`src/rtl/mem_port_arbiter.sv`:
```
// Arbitrates the single synchronous memory port between instruction fetch and
// execute-stage data accesses, and routes read data back after LOAD_LATENCY.
module mem_port_arbiter #(
  parameter int LOAD_LATENCY = 1,
  parameter int ADDR_W       = 64,
  parameter int DATA_W       = 64,
  parameter int STARVE_LIMIT = 4
) (
  input  logic                clk,
  input  logic                rstn,
  input  logic                fet_req,
  input  logic [ADDR_W-1:0]   fet_addr,
  output logic                fet_gnt,
  input  logic                dat_req,
  input  logic                dat_we,
  input  logic [ADDR_W-1:0]   dat_addr,
  input  logic [DATA_W-1:0]   dat_wdata,
  input  logic [DATA_W/8-1:0] dat_wmask,
  output logic                dat_gnt,
  output logic                mem_en,
  output logic                mem_we,
  output logic [ADDR_W-1:0]   mem_addr,
  output logic [DATA_W-1:0]   mem_wdata,
  output logic [DATA_W/8-1:0] mem_wmask,
  input  logic [DATA_W-1:0]   mem_rdata,
  output logic                fet_rvalid,
  output logic [DATA_W-1:0]   fet_rdata,
  output logic                dat_rvalid,
  output logic [DATA_W-1:0]   dat_rdata,
  input  logic                flush,
  output logic                stall_pc
);

  localparam int CNT_W = $clog2(STARVE_LIMIT + 1);
  localparam int LAST  = LOAD_LATENCY - 1;

  // Handshake: a request (fet_req/dat_req) with its payload is held stable by
  // the requester until the matching *_gnt is high in the same cycle; the
  // access is transferred on that clock edge. Responses (*_rvalid) carry no
  // ready and cannot be stalled.

  logic [CNT_W-1:0]        starve_cnt;
  logic                    force_fet;
  logic [LOAD_LATENCY-1:0] tag_valid;
  logic [LOAD_LATENCY-1:0] tag_fet;

  assign force_fet = (starve_cnt == CNT_W'(STARVE_LIMIT));

  // Data normally wins; a fetch starved for STARVE_LIMIT cycles wins once.
  always_comb begin
    fet_gnt = 1'b0;
    dat_gnt = 1'b0;
    if (rstn) begin
      if (force_fet && fet_req) begin
        fet_gnt = 1'b1;
      end else if (dat_req) begin
        dat_gnt = 1'b1;
      end else begin
        fet_gnt = fet_req;
      end
    end
  end

  always_comb begin
    mem_en    = fet_gnt | dat_gnt;
    mem_we    = dat_gnt & dat_we;
    mem_addr  = '0;
    mem_wdata = '0;
    mem_wmask = '0;
    if (dat_gnt) begin
      mem_addr = dat_addr;
    end else if (fet_gnt) begin
      mem_addr = fet_addr;
    end
    if (mem_we) begin
      mem_wdata = dat_wdata;
      mem_wmask = dat_wmask;
    end
  end

  assign stall_pc = fet_req & ~fet_gnt;

  always_ff @(posedge clk) begin
    if (!rstn) begin
      starve_cnt <= '0;
    end else if (fet_gnt || !fet_req) begin
      starve_cnt <= '0;
    end else if (starve_cnt != CNT_W'(STARVE_LIMIT)) begin
      starve_cnt <= starve_cnt + CNT_W'(1);
    end
  end

  // Flush clears fetch tags as they shift, so a killed fetch simply arrives
  // invalid; the tag already in the last stage still responds this cycle.
  always_ff @(posedge clk) begin
    if (!rstn) begin
      tag_valid <= '0;
      tag_fet   <= '0;
    end else begin
      tag_valid[0] <= (fet_gnt | (dat_gnt & ~dat_we)) & ~(flush & fet_gnt);
      tag_fet[0]   <= fet_gnt;
      for (int i = 1; i < LOAD_LATENCY; i++) begin
        tag_valid[i] <= tag_valid[i-1] & ~(flush & tag_fet[i-1]);
        tag_fet[i]   <= tag_fet[i-1];
      end
    end
  end

  assign fet_rvalid = rstn & tag_valid[LAST] & tag_fet[LAST];
  assign dat_rvalid = rstn & tag_valid[LAST] & ~tag_fet[LAST];
  assign fet_rdata  = fet_rvalid ? mem_rdata : '0;
  assign dat_rdata  = dat_rvalid ? mem_rdata : '0;

endmodule

```
`config.mk`:
```
export PLATFORM = sky130hd
export DESIGN_NAME = mem_port_arbiter
export DESIGN_NICKNAME = d
export VERILOG_FILES = /design/src/rtl/mem_port_arbiter.sv
export SDC_FILE = /design/constraint.sdc
export NUM_CORES = 1
export LEC_CHECK = 0
export ABC_AREA = 1
export ABC_CLOCK_PERIOD_IN_PS = 1700
export BUFFER_PORTS_ARGS = -buffer_cell sky130_fd_sc_hd__buf_2
export CORE_AREA = 4 4 205 207
export DETAILED_ROUTE_END_ITERATION = 12
export DIE_AREA = 0 0 209 211
export SETUP_SLACK_MARGIN = 0.3
export SLEW_MARGIN = 20
export SYNTH_ARGS = -nofsm -noshare
export SYNTH_HDL_FRONTEND = slang
export SYNTH_SLANG_ARGS = --single-unit
```
`constraint.sdc`:
```
create_clock -name clk -period 1.7 [get_ports clk]
set_input_delay 0.17 -clock clk [delete_from_list [all_inputs] [get_ports clk]]
set_output_delay 0.17 -clock clk [all_outputs]
set_load 0.01 [all_outputs]
```
==> summary.txt, run 1 <==
STA
  • Worst Tran Pin Value: 0.281 ns
  • Final setup viols: 112
  • Worst slew margin relative to its limit: 81.3%
  • Crit share post-route: 103%
  • Slew Viols, Final: 0
  • Setup tns final: -2.37 ns
  • Final WS setup: -0.0544 ns
  • Minimum clock period: 1.75 ns
  • Skew final: 0.000468 ns
  • Peak Freq: 0.570 GHz
  • Fin. Hold Viols: 0
  • RSZ-0062 raised after global routing: true

Clock network
  • Clk_lat worst skew: 0.23 ns
  • CTS tree: yes
  • CTS root buf: clkbuf_16
  • CTS Buffer Depth: 2
  • Worst-path clk slew: about 0.03 ns
  • Sinks on Clock Net: 5
  • H-tree Lvls: 1
  • Num CTS Buffers: 3

Routing
  • WL final: slightly above 30 mm
  • Initial DRC count: 346
  • DRT Pass-1 Iters: 5
  • Vias per cell: around 3.6
  • Remaining DRCs: 0
  • Detail Route Antenna Nets: 0
  • Wire length per cell: about 17 µm
  • Vias: 6352

Synthesis
  • Synth Register Bits: 5
  • Post-synth top area share: between 20% and 30%
  • Synth Area in XOR/XNOR: 0.328%
  • Cells after synthesis: between 600 and 700
  • Register area share after synthesis: 3.75%
  • Synth top area cells: nor2_1 29%, nand3_1 25%, inv_1 21%
  • Syn_area_per_cell: 4.29 µm²
  • Post-Synth Simple-Gate Area: 64.7%
  • Synth area leader: nor2_1
  • Yosys cell types: 14
  • Mux share of post-synthesis cell area: 0%
  • Compound-Gate Fraction of Synth Area: 0.375%
  • Post-Synth Adder-Cell Area: less than 1%
  • Warnings, synthesis: 0
  • Cell Area, Synth: 0.00267 mm²
  • Net count after synthesis: 893
  • Main combinational cell family by area after synthesis: simple AND/OR/NAND/NOR gates

Global route
  • Vias in the first global route: 5758
  • Largest net degree at the start of global routing: 38
  • Gr usage total: around a tenth
  • Initial antenna violation count: 14
  • First-pass GRT wire length: 34.9 mm
  • Grt total ovfl: 0

Worst setup path
  • Worst Path Class, Setup: reg -> out
  • Crit Path Max Fanout: 5
  • Worst flop-to-flop path startpoint: starve_cnt[1]
  • R2R depth: 8
  • Worst endpoint required time: 1.53 ns
  • CP Launch Type: register
  • RR Endpoint: starve_cnt[0]
  • Crit path to: mem_addr[61]
  • Setup crit end kind: primary output
  • Worst setup path startpoint: starve_cnt[1]
  • FF-to-FF setup slack: around 0.37 ns
  • Crit path DAT: 1.58 ns

Place
  • # port buffers: 540
  • Area after DPL: 0.00619 mm²
  • Detailed Place HPWL: around 20 mm
  • Placed cell count: 1674
  • Gp weighted congestion: ~0.82

Run
  • MaxCap Viol Count: 0

Floorplan
  • Die Ht: between 200 and 250 µm
  • Site row count: 74
  • Initial Util: under 10%
  • Die width: 209 µm
  • Die area: ~0.044 mm²
  • # IOs: 541
  • Core area: 0.0404 mm²

Layout
  • P&R area growth vs syn: 283%
  • Nets: 1478
  • Design area: 0.0102 mm²
  • Layout cells sized above 1: 72.0%
  • Final non-filler cell total: 1743

Power and ir drop
  • Leakage: ~5.5 nW
  • Peak supply drop: about 0.00029 V
  • Clock group share of total power: between 15 and 20%
  • Design internal power: 0.00122 W
  • Comb power frac: between 70% and 80%
  • Pwr Density: 213 mW/mm²
  • Sequential share of power: 5.8%
  • Switching fraction of total power: 44.0%
  • P_sw: 0.000954 W

Status
  • Failing checks: negative setup slack
  • Status: complete, but fails checks

Min path
  • Min-Delay Path Class: in -> reg
-- how the worst min path moves through the flow --
stage	start	endpoint	cells after the start
floorplan	dat_req	tag_fet	1
global placement	dat_req	tag_fet	2
detailed placement	dat_req	tag_fet	2
CTS	flush	tag_valid	4
global route	flush	tag_valid	4
finish	flush	tag_valid	4
-- critical path: stages, from the launching register on --
cell,delay [ns]
dfxtp_2,0.32
inv_2,0.04
ha_4,0.16
buf_4,0.15
nand2_8,0.10
nand2_8,0.10
buf_16,0.17
nand3_1,0.06
nand2_1,0.08
buf_2,0.15
-- sequential cells by signal, summed over array words and instances (netlist names) --
signal and flops:
starve_cnt 3, tag_fet 1, tag_valid 1
-- cells by family after synthesis --
kind of cell    after synthesis
fa+ha+maj                     2
simple gates                413
flops                         5
compound gates                2
xor+xnor                      1
buf+inv                     198
-- per-layer routing --
layer  vias up  GRT usage [%]  part of all wire (%)
met5         -              0                 0.089
met4         4           4.37                   2.9
met3        49           1.83                   7.3
met2       395           18.0                    51
met1      2898           12.6                    38
li1       3006              -                     -
-- power by group through the flow --
stage	logic (W)	clock network, W	registers, W
floorplan	0.000424	0	0.000125
global placement	0.00106	0	0.000126
detailed placement	0.00106	0	0.000126
CTS	0.00130	0.000394	0.000126
global route	0.00178	0.000403	0.000126
finish	0.00166	0.000389	0.000126
-- stage by stage --
step | worst slack [ns] | total power (W) | hold WS, ns | utilization [%]
6_report | -0.0544 | 0.00217 | 0.213 | 25.3
5_1_grt | -0.116 | 0.00231 | 0.250 | 25.3
4_1_cts | -0.0642 | 0.00182 | 0.216 | 19.0
3_5_place_dp | 0.112 | 0.00119 | 0.440 | 15.3
3_3_place_gp | 0.111 | 0.00119 | 0.439 | 15.3
2_1_floorplan | 0.293 | 0.000549 | 0.266 | -
-- cells in the final DEF, fill, tap and decap left out, types with 23 or more instances in the layout --
cell / Yosys / layout
buf_12: 0 / 28
buf_2: 28 / 381
buf_6: 0 / 165
clkbuf_16: 0 / 23
inv_1: 148 / 141
nand2_1: 73 / 65
nand3_1: 135 / 96
nand3_2: 1 / 34
nor2_1: 204 / 32
nor2_2: 0 / 24
nor2_4: 0 / 148
-- area by class of cell --
cell class	instances	area, µm²
Fill cell	4342	30200
Inverter	149	564
Timing Repair Buffer	628	5510
Multi-Input combinational cell	419	3260
Tap cell	532	666
Sequential cell	5	109
Antenna cell	6	15.0
Clock buffer	4	78.8
-- cell usage after synthesis, drive strengths merged --
| cell | number |
|---|---|
| a21oi | 2 |
| buf | 44 |
| clkbuf | 5 |
| dfxtp | 5 |
| ha | 2 |
| inv | 149 |
| nand2 | 73 |
| nand3 | 136 |
| nor2 | 204 |
| xnor2 | 1 |
-- repair_timing --
item | in CTS | in global routing
pin swaps | 20 | 43
gates cloned | 16 | 22
buffers inserted | 14 | 7
resized for setup | 192 | 430
hold buffers | 0 | 0
setup endpoints to repair | 243 | 265
No activity file was read; power rests on OpenSTA's default activity.
==> run 2: changes to the inputs <==
--- a/config.mk
+++ b/config.mk
@@ -6,7 +6,7 @@
 export NUM_CORES = 1
 export LEC_CHECK = 0
 export ABC_AREA = 1
-export ABC_CLOCK_PERIOD_IN_PS = 1700
+export ABC_CLOCK_PERIOD_IN_PS = 1950
 export BUFFER_PORTS_ARGS = -buffer_cell sky130_fd_sc_hd__buf_2
 export CORE_AREA = 4 4 205 207
 export DETAILED_ROUTE_END_ITERATION = 12
==> constraint.sdc (replaced) <==
create_clock -name clk -period 1.95 [get_ports clk]
set_input_delay 0.195 -clock clk [delete_from_list [all_inputs] [get_ports clk]]
set_output_delay 0.195 -clock clk [all_outputs]
set_load 0.01 [all_outputs]
==> run 2 against run 1 <==
The flow now finishes without violations; flip-flop and latch count is the same; cell count down 2.4%; largest power group unchanged; sequential power decreased by 13%; worst setup slack better by 0.23 ns; core utilization fell by 6.5 points; worst hold slack better by 0.065 ns; combinational power fell by 30%; sequential share of layout area rose by 0.29 points.
==> summary.txt, run 2 (synthesis gave the netlist of run 1 again) <==
STA
  • Final WS setup: 0.176 ns (+0.231 ns)
  • Crit share post-route: between 90% and 100%
  • RSZ-0062 raised after global routing: true
  • Peak Freq: between 0.5 and 0.6 GHz
  • Worst Tran Pin Value: 0.283 ns (+0.00293 ns)
  • Slew Viols, Final: 0 (unchanged)
  • Fin. Hold Viols: 0 (unchanged)
  • Worst slew margin relative to its limit: 81.0% (-0.24 points)
  • Setup tns final: 0 ns (+2.37 ns)
  • Skew final: 0.00279 ns (+0.00233 ns)
  • Final setup viols: 0 (-100%)
  • Minimum clock period: ~1.8 ns

Place
  • Pre-CTS setup slack: 0.367 ns (+0.255 ns)
  • Placed cell count: 1663 (-0.66%)
  • Detailed Place HPWL: 17.8 mm (-9.2%)
  • # port buffers: 540 (unchanged)
  • Gp weighted congestion: 0.782 (-5.1%)

Clock network
  • Sinks on Clock Net: 5 (unchanged)
  • CTS root buf: clkbuf_16
  • Num CTS Buffers: 3 (unchanged)
  • CTS tree: yes
  • H-tree Lvls: 1 (unchanged)
  • Clk_lat worst skew: 0.23 ns (about the same)
  • CTS Buffer Depth: 2 (unchanged)
  • Hold buffer count at CTS: 0 (unchanged)
  • Worst-path clk slew: 0.03 ns (about the same)

Layout
  • Biggest regs: starve_cnt x3, tag_fet x1, tag_valid x1
  • Most common cell after layout, fill and taps aside: buf_2
  • P&R area growth vs syn: 184%
  • Largest Register: starve_cnt
  • Nets: 1441 (-2.5%)
  • Layout cells sized above 1: 59.1% (-13 points)
  • Final non-filler cell total: 1701 (-2.4%)
  • Number of flip-flops in the largest register: 3 (unchanged)
  • Final core occ: 18.8% (-6.5 points)
  • Commonest cells after routing, fill and taps aside: 505 x buf_2, 148 x nor2_1, 144 x inv_1, 110 x nand3_1, 69 x nand2_1

Floorplan
  • Die width: 209 µm (unchanged)
  • Die Ht: 211 µm (unchanged)
  • # IOs: 541 (unchanged)
  • Die area: 0.0441 mm² (unchanged)
  • Site row count: 74 (unchanged)
  • Initial Util: 6.60% (unchanged)
  • Core area: 0.0404 mm² (unchanged)

Routing
  • Vias: 5996 (-5.6%)
  • Initial DRC count: 354 (+2.3%)
  • Detail Route Antenna Nets: 0 (unchanged)
  • Vias per cell: 3.52 (-3.3%)
  • Wire length per cell: 14.4 µm (-18%)
  • Remaining DRCs: 0 (unchanged)
  • DRT Pass-1 Iters: 5 (unchanged)
  • WL final: 24.4 mm (-20%)

Power and ir drop
  • Total power: 0.00160 W (-26%)
  • Peak supply drop: 0.000237 V (-17%)
  • Pwr Density: 211 mW/mm² (-0.67%)
  • Leakage: 4.96 nW (-10%)

Global route
  • Largest net degree at the start of global routing: 48 (+26%)
  • Initial antenna violation count: 3 (-11)
  • First-pass GRT wire length: 30.0 mm (-14%)
  • Grt total ovfl: 0 (unchanged)
  • Gr usage total: 8.55% (-1.8 points)
  • Vias in the first global route: 5182 (-10%)

Worst setup path
  • Crit Path Max Fanout: 10 (+5)
  • Setup crit end kind: primary output
  • Worst Path Class, Setup: reg -> out
  • Worst endpoint required time: 1.75 ns (+0.22 ns)
  • CP Launch Type: register
  • Crit path DAT: 1.58 ns (about the same)

Status
  • Status: completed

Run
  • MaxCap Viol Count: 0 (unchanged)

Min path
  • Min-Delay Path Class: in -> reg
[run 2: timing repair]
item,in CTS,in global routing
pin swaps,1,22
cloned,13,9
setup buffers,7,4
endpoints found under the setup margin,140,140
resized for setup,33,164
[run 2: final cells by class]
cell class,count,area [µm²]
timing repair buffer,592,3890
inverter,149,562
multi-input combinational,418,2280
antenna,1,2.50
fill,4619,32800
clock buffer,4,78.8
sequential,5,103
tap,532,666
[run 2: worst paths after layout]
kind / slack (ns) / end / from / cells after the start
worst max register to register: 0.53 / tag_valid / starve_cnt[0] / 9
worst min register to register: 0.52 / starve_cnt[0] / starve_cnt[0] / 2
worst min-delay path: 0.28 / tag_valid / flush / 4
worst max-delay path: 0.18 / mem_wdata[4] / starve_cnt[0] / 8
[run 2: power by group]
part           switching [W]  internal, W
sequential        0.00000259     0.000106
clock              0.0000645     0.000271
combinational       0.000607     0.000551
[run 2: layer usage]
metal	share of wire [%]	global-route usage [%]	vias up
met2	50	14.4	431
met3	9.5	1.75	51
met4	3.4	3.26	2
met5	0.053	0	-
met1	37	10.8	2593
li1	-	-	2919
[run 2: through the flow]
stage,hold WS (ns),area [µm²]
3_3_place_gp,0.436,6040
3_5_place_dp,0.443,6040
4_1_cts,0.288,6650
2_1_floorplan,0.291,2670
5_1_grt,0.308,7580
6_report,0.278,7580
[run 2: critical path, stage by stage, from the launching register on]
cell and delay, ns:
dfxtp_2 0.33, inv_2 0.04, ha_4 0.17, nand3_4 0.11
nand3_4 0.11, buf_12 0.17, buf_16 0.15, nor2_2 0.11
buf_2 0.14
==> run 3: changes to the inputs <==
--- a/config.mk
+++ b/config.mk
@@ -6,7 +6,7 @@
 export NUM_CORES = 1
 export LEC_CHECK = 0
 export ABC_AREA = 1
-export ABC_CLOCK_PERIOD_IN_PS = 1950
+export ABC_CLOCK_PERIOD_IN_PS = 1730
 export BUFFER_PORTS_ARGS = -buffer_cell sky130_fd_sc_hd__buf_2
 export CORE_AREA = 4 4 205 207
 export DETAILED_ROUTE_END_ITERATION = 12
==> constraint.sdc (replaced) <==
create_clock -name clk -period 1.73 [get_ports clk]
set_input_delay 0.173 -clock clk [delete_from_list [all_inputs] [get_ports clk]]
set_output_delay 0.173 -clock clk [all_outputs]
set_load 0.01 [all_outputs]
==> run 3 against run 2 <==
Power grew 25%; cell count grew 1.9%; the run now ends with negative setup slack left; largest power group unchanged; worst setup slack got worse by 0.20 ns; critical path depth grew 1; global-route usage up 1.5 points; clock power up 13%; first-iteration DRC count is 6.8% lower; sequential share of layout area fell by 0.22 points.
==> summary.txt, run 3 (synthesis gave the netlist of run 1 again) <==
Floorplan
  • Core area: 0.0404 mm² (unchanged)
  • Die area: 0.0441 mm² (unchanged)
  • Die Ht: 211 µm (unchanged)
  • # IOs: 541 (unchanged)
  • Initial Util: 6.60% (unchanged)
  • Site row count: 74 (unchanged)
  • Die width: 209 µm (unchanged)

Worst setup path
  • Worst endpoint required time: 1.56 ns (-0.19 ns)
  • Setup crit end kind: primary output
  • Crit-path cells: inv_2, ha_4, nand3_4, nand3_4, buf_12, buf_16, buf_6, nor2_2, buf_2
  • Worst Path Class, Setup: reg -> out
  • FF-to-FF setup slack: 0.25 ns (-0.28 ns)
  • CP Launch Type: register
  • Crit path DAT: 1.58 ns (about the same)
  • RR Endpoint: tag_valid
  • Slowest cell on crit path: dfxtp_2
  • Slowest cell delay on critical path: 0.32 ns (about the same)
  • Crit Path Max Fanout: 6 (-4)
  • R2R depth: 9 (unchanged)
  • Worst path most repeated cell: nand3_4
  • Worst flop-to-flop path startpoint: starve_cnt[0]

Global route
  • Grt total ovfl: 0 (unchanged)
  • Vias in the first global route: 5634 (+8.7%)
  • First-pass GRT wire length: 34.0 mm (+13%)
  • Initial antenna violation count: 6 (+3)
  • Largest net degree at the start of global routing: 46 (-4.2%)
  • Gr usage total: 10.1% (+1.5 points)

Clock network
  • CTS tree: yes
  • Num CTS Buffers: 3 (unchanged)
  • CTS Buffer Depth: 2 (unchanged)
  • H-tree Lvls: 1 (unchanged)
  • Sinks on Clock Net: 5 (unchanged)
  • CTS root buf: clkbuf_16
  • Clk_lat worst skew: 0.23 ns (about the same)
  • Hold buffer count at CTS: 0 (unchanged)
  • Worst-path clk slew: 0.03 ns (about the same)

Layout
  • Fillers: 4373 (-5.3%)
  • Diodes inserted: 0 (-1)
  • Largest Register: starve_cnt
  • P&R area growth vs syn: 257%
  • Biggest regs: starve_cnt x3, tag_fet x1, tag_valid x1
  • Commonest cells after routing, fill and taps aside: 421 x buf_2, 141 x inv_1, 127 x buf_6, 112 x nor2_4, 101 x nand3_1
  • Nets: 1474 (+2.3%)
  • Final core occ: 23.6% (+4.8 points)
  • Number of flip-flops in the largest register: 3 (unchanged)
  • Layout cells sized above 1: 70.9% (+12 points)
  • Most common cell after layout, fill and taps aside: buf_2

Routing
  • Remaining DRCs: 0 (unchanged)
  • Detail Route Antenna Nets: 0 (unchanged)
  • DRT Pass-1 Iters: 4 (-1)
  • Wire length per cell: 16.4 µm (+14%)
  • Vias: 6263 (+4.5%)
  • Vias per cell: 3.61 (+2.5%)
  • Initial DRC count: 330 (-6.8%)
  • WL final: 28.4 mm (+16%)

STA
  • Worst slew margin relative to its limit: 80.8% (-0.27 points)
  • Final WS setup: -0.0219 ns (-0.198 ns)
  • Final setup viols: 19 (+19)
  • Final hold slack: 0.253 ns (-0.0242 ns)
  • Worst Tran Pin Value: 0.289 ns (+0.00504 ns)
  • Peak Freq: roughly 0.57 GHz
  • Fin. Hold Viols: 0 (unchanged)
  • Slew Viols, Final: 0 (unchanged)
  • Skew final: 0.000355 ns (-0.00244 ns)
  • RSZ-0062 raised after global routing: true
  • Minimum clock period: 1.75 ns
  • Crit share post-route: 101%

Power and ir drop
  • Clock group share of total power: 18.9% (-2.0 points)
  • P_sw: 0.000873 W (+30%)
  • Pwr Density: 210 mW/mm² (-0.74%)
  • Sequential share of power: 6.2% (-0.6 points)
  • Switching fraction of total power: 43.8% (+1.7 points)
  • Comb power frac: 74.9% (+2.6 points)
  • Peak supply drop: 0.000212 V (-10%)
  • Leakage: 5.37 nW (+8.4%)
  • Design internal power: 0.00112 W (+21%)

Min path
  • WHS Endpoint: tag_valid
  • Hold Path Stages: 4 (unchanged)
  • Hold path startpoint: flush
  • Min-Delay Path Class: in -> reg

Run
  • MaxCap Viol Count: 0 (unchanged)

Place
  • Detailed Place HPWL: 19.3 mm (+8.1%)
  • Gp weighted congestion: 0.793 (+1.5%)
  • # port buffers: 540 (unchanged)

Status
  • Status: complete, but fails checks
  • Failing checks: negative setup slack
[run 3: cell count changes in the layout (fill, tap and decap cells not counted), moves of 11 or more]
cell,previous run,this run
nor2_1,148,39
buf_6,38,127
buf_2,505,421
nor2_4,33,112
nor2_2,23,53
buf_8,1,13
buf_12,14,25
[run 3: how the worst max path moves through the flow]
stage / from / end / slack, ns / cells after the start
after detailed placement: starve_cnt[0] / mem_wdata[11] / 0.11 / 8
after global routing: starve_cnt[0] / mem_addr[11] / -0.09 / 9
final: starve_cnt[0] / mem_wmask[0] / -0.02 / 9
after CTS: starve_cnt[1] / mem_wdata[7] / -0.03 / 9
after floorplan: starve_cnt[0] / mem_addr[10] / 0.31 / 7
after global placement: starve_cnt[0] / mem_wdata[36] / 0.16 / 8
[run 3: cell type report]
class / instances / area (µm²) / share of cell area (%)
Clock buffer: 4 / 78.8 / 0.828
Inverter: 149 / 569 / 5.98
Timing Repair Buffer: 625 / 5080 / 53.4
Tap cell: 532 / 666 / 6.99
Sequential cell: 5 / 108 / 1.13
Multi-Input combinational cell: 418 / 3010 / 31.7
[run 3: power by group through the flow]
stage | sequential, W | combinational [W] | clock [W]
2_1_floorplan | 0.000123 | 0.000416 | 0
3_3_place_gp | 0.000124 | 0.00103 | 0
3_5_place_dp | 0.000124 | 0.00103 | 0
4_1_cts | 0.000124 | 0.00122 | 0.000386
5_1_grt | 0.000124 | 0.00161 | 0.000393
6_report | 0.000124 | 0.00149 | 0.000378
[run 3: worst max-delay path: cells and delay by family, from the launching register on]
family	cells	cell delay, ns
adders and majority gates	1	0.17
buffers and inverters	5	0.59
DFF	1	0.32
and+or+nand+nor	3	0.28
[run 3: metal layers]
metal | track usage (%) | part of all wire (%) | up-vias
li1 | - | - | 2990
met1 | 11.3 | 37 | 2825
met2 | 18.2 | 52 | 395
met3 | 2.48 | 7.8 | 49
met4 | 4.46 | 3.4 | 4
met5 | 0 | 0.092 | -
[run 3: per-stage QoR]
stage / setup TNS (ns) / setup slack (ns) / total power (W) / instances / instance area (µm²)
floorplan: 0 / 0.315 / 0.000539 / 621 / 2670
global placement: 0 / 0.158 / 0.00116 / 1672 / 6110
detailed placement: 0 / 0.110 / 0.00115 / 1672 / 6110
CTS: -0.120 / -0.0298 / 0.00173 / 1710 / 7550
global route: -5.13 / -0.0912 / 0.00212 / 1733 / 9520
finish: -0.197 / -0.0219 / 0.00200 / 1733 / 9520
[run 3: timing repair]
item / in CTS / in global routing
gates resized for setup: 182 / 363
hold endpoints to repair: 0 / 0
setup endpoints to repair: 195 / 269
pin swaps: 44 / 36
gates cloned: 17 / 14
setup buffers: 17 / 9
